`src/rtl/axi4_lite_master.sv`:
```
// axi4_lite_master: single-outstanding AXI4-Lite master turning cmd_* requests into AXI transactions and rsp_* results.
// Ports: aclk/areset (async, active-high); cmd_valid/ready/write/addr/wdata/wstrb in;
// rsp_valid/ready/write/rdata/resp/timeout out; AXI4-Lite AW/W/B/AR/R master channels.
// Optional macro AXI4L_MST_TIMEOUT_EN: aborts a transaction after TIMEOUT_CYCLES active cycles.
module axi4_lite_master #(
  parameter int ADDR_WIDTH = 32,
  parameter int DATA_WIDTH = 32,
  parameter int TIMEOUT_CYCLES = 256,
  localparam int STRB_WIDTH = DATA_WIDTH / 8
) (
  input  logic                  aclk,
  input  logic                  areset,
  input  logic                  cmd_valid,
  output logic                  cmd_ready,
  input  logic                  cmd_write,
  input  logic [ADDR_WIDTH-1:0] cmd_addr,
  input  logic [DATA_WIDTH-1:0] cmd_wdata,
  input  logic [STRB_WIDTH-1:0] cmd_wstrb,
  output logic                  rsp_valid,
  input  logic                  rsp_ready,
  output logic                  rsp_write,
  output logic [DATA_WIDTH-1:0] rsp_rdata,
  output logic [1:0]            rsp_resp,
  output logic                  rsp_timeout,
  output logic [ADDR_WIDTH-1:0] awaddr,
  output logic [2:0]            awprot,
  output logic                  awvalid,
  input  logic                  awready,
  output logic [DATA_WIDTH-1:0] wdata,
  output logic [STRB_WIDTH-1:0] wstrb,
  output logic                  wvalid,
  input  logic                  wready,
  input  logic [1:0]            bresp,
  input  logic                  bvalid,
  output logic                  bready,
  output logic [ADDR_WIDTH-1:0] araddr,
  output logic [2:0]            arprot,
  output logic                  arvalid,
  input  logic                  arready,
  input  logic [DATA_WIDTH-1:0] rdata,
  input  logic [1:0]            rresp,
  input  logic                  rvalid,
  output logic                  rready
);
  typedef enum logic [2:0] {IDLE, WR_REQ, WR_RESP, RD_REQ, RD_RESP, DONE} state_t;
  state_t                state_q;
  logic                  cmd_ready_q, write_q, awvalid_q, wvalid_q, bready_q, arvalid_q, rready_q, rsp_valid_q;
  logic [ADDR_WIDTH-1:0] addr_q;
  logic [DATA_WIDTH-1:0] wdata_q, rdata_q;
  logic [STRB_WIDTH-1:0] wstrb_q;
  logic [1:0]            resp_q;
  if (TIMEOUT_CYCLES < 1) begin : g_bad_timeout
    $error("TIMEOUT_CYCLES must be at least 1");
  end
`ifdef AXI4L_MST_TIMEOUT_EN
  localparam int CNT_W = $clog2(TIMEOUT_CYCLES + 1);
  logic [CNT_W-1:0] cnt_q;
  logic             timeout_q;
  assign rsp_timeout = timeout_q;
`else
  assign rsp_timeout = 1'b0;
`endif
  always_ff @(posedge aclk or posedge areset) begin
    if (areset) begin
      state_q     <= IDLE;
      cmd_ready_q <= 1'b0;
      write_q     <= 1'b0;
      awvalid_q   <= 1'b0;
      wvalid_q    <= 1'b0;
      bready_q    <= 1'b0;
      arvalid_q   <= 1'b0;
      rready_q    <= 1'b0;
      rsp_valid_q <= 1'b0;
      addr_q      <= '0;
      wdata_q     <= '0;
      wstrb_q     <= '0;
      rdata_q     <= '0;
      resp_q      <= 2'b00;
`ifdef AXI4L_MST_TIMEOUT_EN
      cnt_q       <= '0;
      timeout_q   <= 1'b0;
`endif
    end else begin
      case (state_q)
        IDLE: begin
          cmd_ready_q <= 1'b1;
          if (cmd_ready_q && cmd_valid) begin
            cmd_ready_q <= 1'b0;
            write_q     <= cmd_write;
            addr_q      <= cmd_addr;
            wdata_q     <= cmd_wdata;
            wstrb_q     <= cmd_wstrb;
            rdata_q     <= '0;
            awvalid_q   <= cmd_write;
            wvalid_q    <= cmd_write;
            arvalid_q   <= !cmd_write;
            state_q     <= cmd_write ? WR_REQ : RD_REQ;
          end
        end
        WR_REQ: begin
          if (awready) awvalid_q <= 1'b0;
          if (wready) wvalid_q <= 1'b0;
          // AW and W complete independently; move on once neither is still pending
          if ((!awvalid_q || awready) && (!wvalid_q || wready)) begin
            bready_q <= 1'b1;
            state_q  <= WR_RESP;
          end
        end
        WR_RESP: begin
          if (bvalid) begin
            bready_q    <= 1'b0;
            resp_q      <= bresp;
            rsp_valid_q <= 1'b1;
            state_q     <= DONE;
          end
        end
        RD_REQ: begin
          if (arready) begin
            arvalid_q <= 1'b0;
            rready_q  <= 1'b1;
            state_q   <= RD_RESP;
          end
        end
        RD_RESP: begin
          if (rvalid) begin
            rready_q    <= 1'b0;
            rdata_q     <= rdata;
            resp_q      <= rresp;
            rsp_valid_q <= 1'b1;
            state_q     <= DONE;
          end
        end
        DONE: begin
          if (rsp_ready) begin
            rsp_valid_q <= 1'b0;
            cmd_ready_q <= 1'b1;
            state_q     <= IDLE;
          end
        end
        default: state_q <= IDLE;
      endcase
`ifdef AXI4L_MST_TIMEOUT_EN
      // Counter rests at zero outside the active states, so it starts fresh at every accept
      cnt_q <= (state_q == IDLE || state_q == DONE) ? '0 : cnt_q + 1'b1;
      if (state_q == DONE && rsp_ready) timeout_q <= 1'b0;
      // Abort overrides whatever the channel logic above decided this cycle
      if (state_q != IDLE && state_q != DONE && cnt_q == CNT_W'(TIMEOUT_CYCLES - 1)) begin
        awvalid_q   <= 1'b0;
        wvalid_q    <= 1'b0;
        bready_q    <= 1'b0;
        arvalid_q   <= 1'b0;
        rready_q    <= 1'b0;
        rdata_q     <= '0;
        resp_q      <= 2'b10;
        timeout_q   <= 1'b1;
        rsp_valid_q <= 1'b1;
        state_q     <= DONE;
      end
`endif
    end
  end
  assign cmd_ready = cmd_ready_q;
  assign rsp_valid = rsp_valid_q;
  assign rsp_write = write_q;
  assign rsp_rdata = rdata_q;
  assign rsp_resp  = resp_q;
  assign awaddr    = addr_q;
  assign araddr    = addr_q;
  assign awprot    = 3'b000;
  assign arprot    = 3'b000;
  assign awvalid   = awvalid_q;
  assign wdata     = wdata_q;
  assign wstrb     = wstrb_q;
  assign wvalid    = wvalid_q;
  assign bready    = bready_q;
  assign arvalid   = arvalid_q;
  assign rready    = rready_q;
endmodule

```
`config.mk`:
```
export PLATFORM = sky130hd
export DESIGN_NAME = axi4_lite_master
export DESIGN_NICKNAME = d
export VERILOG_FILES = /design/src/rtl/axi4_lite_master.sv
export SDC_FILE = /design/constraint.sdc
export NUM_CORES = 1
export LEC_CHECK = 0
export CORE_UTILIZATION = 25
export DETAILED_ROUTE_END_ITERATION = 10
export GPL_TIMING_DRIVEN = 0
export PLACE_DENSITY = 0.54
export SLEW_MARGIN = 20
export SYNTH_ARGS = -nofsm -noshare
export SYNTH_HDL_FRONTEND = slang
export SYNTH_SLANG_ARGS = --single-unit
```
`constraint.sdc`:
```
create_clock -name aclk -period 3.9 [get_ports aclk]
set_input_delay 0.585 -clock aclk [delete_from_list [all_inputs] [get_ports aclk]]
set_output_delay 0.585 -clock aclk [all_outputs]
set_load 0.01 [all_outputs]
```
==> results.txt, run 1 <==
The CTS tree is yes. From synthesis to final layout, the design area changed by 67.87%. For this run, design rule violations remaining after detail routing come to 0. The maximum frequency from static timing analysis is 481.5 MHz. The CTS H-tree depth is 4. In the post-synthesis netlist, the biggest area contributors are sky130_fd_sc_hd__dfrtp_1 55%, sky130_fd_sc_hd__mux2_4 20%, sky130_fd_sc_hd__buf_4 5.8%. The number of setup violations in the final report came out at 0.

The final hold violation count came out at 0. In this run the cell area of the synthesized design comes to 0.005149 mm2. Once the floorplan was initialized, standard cells occupied 25.45% of the core.

The total vias in the final route is 4004. Of all cell types, the one taking the most synthesized area is sky130_fd_sc_hd__dfrtp_1. The post-synthesis sequential area ratio came out at 54.92%. The half-perimeter wire length after placement is 11070 um. The I/O pin count came out at 263. In the synthesized netlist, the cells that appear most often are 113 x sky130_fd_sc_hd__dfrtp_1, 68 x sky130_fd_sc_hd__mux2_4, 40 x sky130_fd_sc_hd__buf_4, 38 x sky130_fd_sc_hd__inv_1, 33 x sky130_fd_sc_hd__o21ai_0. In the post-synthesis netlist, the cell with the most instances is sky130_fd_sc_hd__dfrtp_1. In the final layout, the share of cells above drive strength 1 is 22.53%. The setup TNS is 0 ps. The number of flops mapped to enable cells by yosys is 0. Among the stages of the critical path, the cell type that occurs most often is sky130_fd_sc_hd__clkbuf_1.

For this run, the post-layout net count is 791. The count of distinct cell types in the synthesized netlist is 31. The worst hold path belongs to the class reg -> reg. The number of antenna violations at the first check in global routing is 0. After clock tree synthesis, the clock-pin slew on the worst setup and hold paths is 50 ps. The wire length of the first global-routing pass is 23600 um. The standby leakage power is 3.855 nW.

The required time at the endpoint of the critical path is between 4000 and 5000 ps. The max-slew violation total from the final report is 0. The met2 usage in global routing came out at 23.97%.

The number of nets with antenna violations after detailed routing came out at 0. The synthesized area per cell is 12.97 um2. The post-placement setup slack is 1530 ps.

The count of routing violations after the opening detailed-route iteration came out at around 130. Leaving out filler cells and counting taps, the final layout contains roughly 960. The cell with the biggest individual delay on the critical path is sky130_fd_sc_hd__a21boi_1.

The portion of synthesized cell area occupied by the leading cell type is 54.92%. The delay of the slowest cell on the worst path came out at 470 ps. The clock network latency to the later pin of the worst-skew pair came out at 410 ps. The maximum resistive drop on vdd is 0.2774 mV. The final design instance area without fill came out at about 0.0086 mm2. The power per unit of standard cell area came out at ~850 mW/mm2. Among all flip-flop cells after synthesis, the most frequent one is sky130_fd_sc_hd__dfrtp_1. The peak-usage layer in the global routing report is met2. The arrival time at the worst endpoint is approximately 2300 ps. Once the clock tree was built, the setup fixing pass inserted 0 buffers. The final core utilization came out at 42.72%. The via count of the first global-routing pass came out at 4203. The detail-routed net length per standard cell came out at 15.47 um. In this run the horizontal extent of the chip is 145.5 um. The cell sitting at the root of the clock tree is a sky130_fd_sc_hd__clkbuf_16. In this run the worst setup path begins at state_q[0]. Global routing used ~17% of the available met1 tracks. Subtracting the final worst setup slack from the clock period gives 2077 ps.

Summed over all layers, the global routing overflow is 0. The worst-case clock buffer depth came out at 2. The tree built by TritonCTS fans out to 113 sinks. Entering global routing, the biggest net connects 59 pins.

The tool flagged a number of max-cap violations equal to 0. STA classifies the critical path endpoint as a register. The CTS buffer count is 17. The synthesized netlist cell count came out at 397. The number of cells upsized or downsized after cts is 0. For the final database, setup skew stands at 11.82 ps. The number of iterations in the first detailed-routing pass came out at 4. At the pin with the least slew margin, the transition time is 577.5 ps.

The signal on the critical path passes through clkbuf_1, nor2_1, a21boi_1, clkbuf_1, o21ai_0. The fraction of synthesis flops using an asynchronous set or reset pin is 100.0%. The die span in y came out at 145.5 um. Across every metal layer, demand over resource in global routing totals about 14%. The worst hold path begins at wdata[20]. The die footprint is 0.02117 mm2. The number of hold buffers added after CTS was 0.

The relative max-transition margin came out at 61.50%. The flow ran to the end, and the final reports show no timing, DRC or antenna violations. In this run the register-to-register setup slack is roughly 1800 ps. The worst setup path is launched from a register. The total detailed-routing wirelength is 14830 um.

The number of register bits inferred by synthesis came out at 113. The repair_antennas step left the layout with diodes totalling 0. The worst path uses a little over half of the clock period. Of all nets on the critical path, the largest fanout is 10.

The total placed cells including tap cells came out at a little over 900. The worst register-to-register path begins at state_q[0]. Summing all placed instances gives a cell area of 0.008084 mm2. The critical path in this run is classified as reg -> reg. The routability-driven placement congestion ratio is 0.7681. The area of the core region came out at 0.02023 mm2.

The quantity of I/O buffers inserted on ports came out at 254. The final worst setup slack came out at about 1800 ps. The row count is 52. For this run, global-route usage on met3 was measured as 4.608%.

Setup repair after global routing left no endpoint under its margin. For this run, the number of Yosys warnings is 0. The average via count per standard cell came out at 4.180.
==> registers in the layout, summed over array words and instances, names as in the netlist <==
signal,count
araddr,32
rsp_rdata,32
wdata,32
wstrb,4
state_q,3
rsp_resp,2
arvalid,1
awvalid,1
bready,1
cmd_ready,1
rready,1
rsp_valid,1
rsp_write,1
wvalid,1
==> stage by stage <==
step | hold WS, ps | power, W
6_report | 506.9 | 0.007343
4_1_cts | 508.2 | 0.007443
3_5_place_dp | 491.7 | 0.005896
5_1_grt | 516.7 | 0.007760
2_1_floorplan | 549.0 | 0.003958
3_3_place_gp | 492.6 | 0.005830
==> report_power, final <==
| group | internal [W] | switching (W) | total [W] |
|---|---|---|---|
| Clock | 0.000943 | 0.000544 | 0.00149 |
| Sequential | 0.00176 | 0.000401 | 0.00216 |
| Combinational | 0.00233 | 0.00137 | 0.00370 |
==> placed cells by master (no fill, tap or decap), types with 5 or more instances in the layout <==
| master | count |
|---|---|
| sky130_fd_sc_hd__clkbuf_1 | 18 |
| sky130_fd_sc_hd__mux2_2 | 7 |
| sky130_fd_sc_hd__clkinv_2 | 5 |
| sky130_fd_sc_hd__a21oi_1 | 5 |
| sky130_fd_sc_hd__conb_1 | 7 |
| sky130_fd_sc_hd__nand4_1 | 32 |
| sky130_fd_sc_hd__o21ai_0 | 33 |
| sky130_fd_sc_hd__nor2_1 | 5 |
| sky130_fd_sc_hd__dfrtp_1 | 113 |
| sky130_fd_sc_hd__buf_4 | 40 |
| sky130_fd_sc_hd__buf_6 | 7 |
| sky130_fd_sc_hd__a31oi_1 | 5 |
| sky130_fd_sc_hd__inv_1 | 37 |
| sky130_fd_sc_hd__clkbuf_16 | 17 |
| sky130_fd_sc_hd__clkdlybuf4s50_1 | 254 |
| sky130_fd_sc_hd__mux2_4 | 68 |
==> cell type report <==
class | count | area [um2]
fillers | 1925 | 11590
flip-flops and latches | 113 | 2828
repair buffers | 255 | 2570
multi-input cells | 188 | 1758
clock buffers | 19 | 442.9
plain buffers | 64 | 442.9
well taps | 270 | 337.8
inverters | 38 | 147.6
clock inverters | 11 | 116.4
==> metal layers <==
metal  part of all wire (%)  vias to the layer above  wire length, um
met5                      0                        -                0
met4                    1.1                        0              170
met3                    6.3                       13              935
met2                     49                      160             7284
met1                     43                     1947             6435
li1                       -                     1884                -
==> critical path, delay by kind of cell (launching register included) <==
kind	cells	cell delay, ps
compound gates	2	620
buf+inv	2	560
flops	1	350
simple gates	1	400
==> kinds of logic after synthesis <==
family	share of synthesized area [%]
other cells	0.07283
compound gates	5.857
flops	54.92
buf+inv	11.37
mux	21.56
simple gates	6.221
==> final timing paths <==
check,cells past startpoint,endpoint
setup reg to reg,5,rsp_rdata[6]
max in group asynchronous,3,bready
setup / recovery,5,rsp_rdata[6]
hold / removal,1,wdata[20]
hold reg to reg,1,wdata[20]
min in group asynchronous,2,wdata[12]
No activity file was read; power rests on OpenSTA's default activity.
==> inputs of run 2 (changes only) <==
Clock period 3.9 ns to 1.95 ns, I/O delays scaled along.
==> results.txt, run 2 (synthesized netlist as in run 1, its figures left out) <==
The die span in y is 145.5 um. The maximum frequency from static timing analysis came out at 556.2 MHz. The I/O pin count is 263.

The via count of the first global-routing pass is 4202. The effective utilization at floorplan came out at 25.45%. The sequential cell area in the final layout came out at 0.002828 mm2. The wire length of the first global-routing pass is approximately 24000 um. The transition time at the pin with the least slew margin is 500.3 ps. The fraction of layout cells with a size suffix above 1 came out at 23.41%. Setup repair after global routing left no endpoint under its margin. Clock tree synthesis selected as its root buffer the cell sky130_fd_sc_hd__clkbuf_16. The number of iterations in the first detailed-routing pass is 4.

The final hold violation count is 0. The number of design rule violations left after detail routing came out at 0. The cell with the biggest individual delay on the critical path is sky130_fd_sc_hd__dfrtp_1. The clock sink count came out at around 110. The initialized floorplan defines 52 standard-cell rows. The total detailed-routing wirelength came out at ~15000 um. The final cell count without fillers came out at 962. The total congestion overflow after global routing is 0. The relative max-transition margin came out at 66.58%. Traced cell by cell, the critical path runs through clkbuf_1, nand3b_1, a21oi_1, mux2_2. The final-stage net count came out at 793. The x dimension of the die is between 100 and 150 um.

In this run the worst path has a maximum fanout of 10. STA classifies the critical path endpoint as a register. The detail-routed net length per standard cell is 15.12 um.

The total area of multi-input combinational cells is 0.001764 mm2. Buffers placed on the I/O ports in this run total ~250. Leaving out fill and tap cells, the most frequent cell in the layout is sky130_fd_sc_hd__clkdlybuf4s50_1. The quantity of hold-fixing buffers added after cts came out at 0. The delay of the slowest cell on the worst path came out at approximately 400 ps. The CTS H-tree depth is 4. The required time at the endpoint of the critical path came out at 2240 ps. The final cycle utilization of the critical path came out at 92.21%. The number of nets with antenna violations after detailed routing is 0. The layout overhead on the synthesized area is 68.77%.

The total vias in the final route is a little over 4000. The number of antenna violations at the first check in global routing was 0. The maximum resistive drop on vdd came out at 0.6219 mV. The power per unit of standard cell area came out at 1687 mW/mm2. The antenna cell count is 0. TritonCTS built the clock tree. The run finished with clean final reports. Entering global routing, the biggest net connects 34 pins. The min-delay analysis places its worst path in the category in -> async.

The worst setup path is launched from a register. The count of routing violations after the opening detailed-route iteration is approximately 110. The worst-case clock buffer depth came out at 2. The average via count per standard cell came out at 4.183.

The critical path is of the reg -> reg type. After clock tree synthesis, the clock-pin slew on the worst setup and hold paths is 50 ps. The final-layout worst hold slack came out at roughly 270 ps.

The global-route track usage on met1 is between 10% and 20%. The post-route minimum period is 1798 ps. The total placed cells including tap cells is 930.

The filler cells instantiated in the layout total 1877. The half-perimeter wire length after placement came out at 10970 um. The routability-driven placement congestion ratio came out at a little under 0.8. Global routing used about a quarter of the available met2 tracks.

After global routing, the most crowded layer is met2. Setup violations remaining at the end of the flow were counted as 0. The standby leakage power came out at 3.883 nW. The later pin in the worst-skew pair is clocked with a latency of 410 ps. The CTS buffer count came out at 17. The max-slew violation total from the final report is 0. The met3 usage in global routing is between 4 and 5%. Clock skew on the completed layout was measured at 11.52 ps. The arrival time at the worst endpoint came out at ~2100 ps.

The number of violations of the max-capacitance limit is 0. The area of the core region came out at 0.02023 mm2. The die covers around 0.021 mm2. In the global route stage, overall resource usage came out at 14.36%. In the layout the commonest cells are 254 x sky130_fd_sc_hd__clkdlybuf4s50_1, 113 x sky130_fd_sc_hd__dfrtp_1, 68 x sky130_fd_sc_hd__mux2_4.

The post-placement setup slack came out at -123.7 ps. The final worst setup slack is about 150 ps.
-- run 2: changes by cell type in the layout (fill, tap and decap cells not counted), sizes merged --
cell	before	now
buf	48	50
clkbuf	36	38
inv	38	37
clkinv	6	7
-- run 2: timing repair --
action / 4_1_cts / 5_1_grt
setup endpoints to repair: 30 / 14
gates resized for setup: 2 / 6
buffers inserted: 0 / 0
-- run 2: final cells by class --
class | instances | share of cell area (%)
clock buffer | 21 | 5.184
timing repair buffer | 257 | 29.95
inverter | 38 | 1.685
buffer | 64 | 5.140
sequential | 113 | 32.54
clock inverter | 11 | 1.310
tap | 270 | 3.888
multi-input combinational | 188 | 20.30
-- run 2: path summary, 6_finish.rpt --
check / from / endpoint / slack (ps) / cells after the start
max: state_q[1] / rsp_resp[0] / 150 / 4
min: areset / wdata[11] / 270 / 2
max reg2reg: state_q[1] / rsp_resp[0] / 150 / 4
min reg2reg: wdata[5] / wdata[5] / 500 / 1
max in group asynchronous: areset / wvalid / 890 / 4
min in group aclk: rvalid / rsp_rdata[29] / 330 / 3
-- run 2: per-layer routing --
layer  vias to the layer above  share of wire (%)
li1                       1886                  -
met1                      1960                 43
met2                       162                 49
met3                        16                6.6
met4                         0                1.1
met5                         -                  0
-- run 2: critical path, delay by kind of cell, from the launching register on --
family | cells | cell delay, ps
flops | 1 | 400
mux | 1 | 370
buf+inv | 1 | 340
compound gates | 1 | 350
simple gates | 1 | 220
-- run 2: where the power goes --
part           leakage, nW  switching (W)  internal [W]  total, W
Combinational         2.22        0.00272       0.00469   0.00741
Sequential            1.39       0.000790       0.00351   0.00430
Clock                0.276        0.00106       0.00190   0.00295
-- run 2: through the flow --
stage / total power [W] / area [um2] / TNS [ps] / util, %
floorplan: 0.007916 / 5175 / 0 / -
global placement: 0.01166 / 8055 / -106490 / 39.81
detailed placement: 0.01177 / 8115 / -10110 / 40.11
CTS: 0.01490 / 8686 / 0 / 42.93
global route: 0.01554 / 8690 / 0 / 42.94
finish: 0.01466 / 8690 / 0 / 42.94
==> inputs of run 3 (changes only) <==
Settings changed: ABC_AREA set to 0.
==> results of run 3 <==
Same layout as run 2: the final DEF is identical, and so are final timing and power.
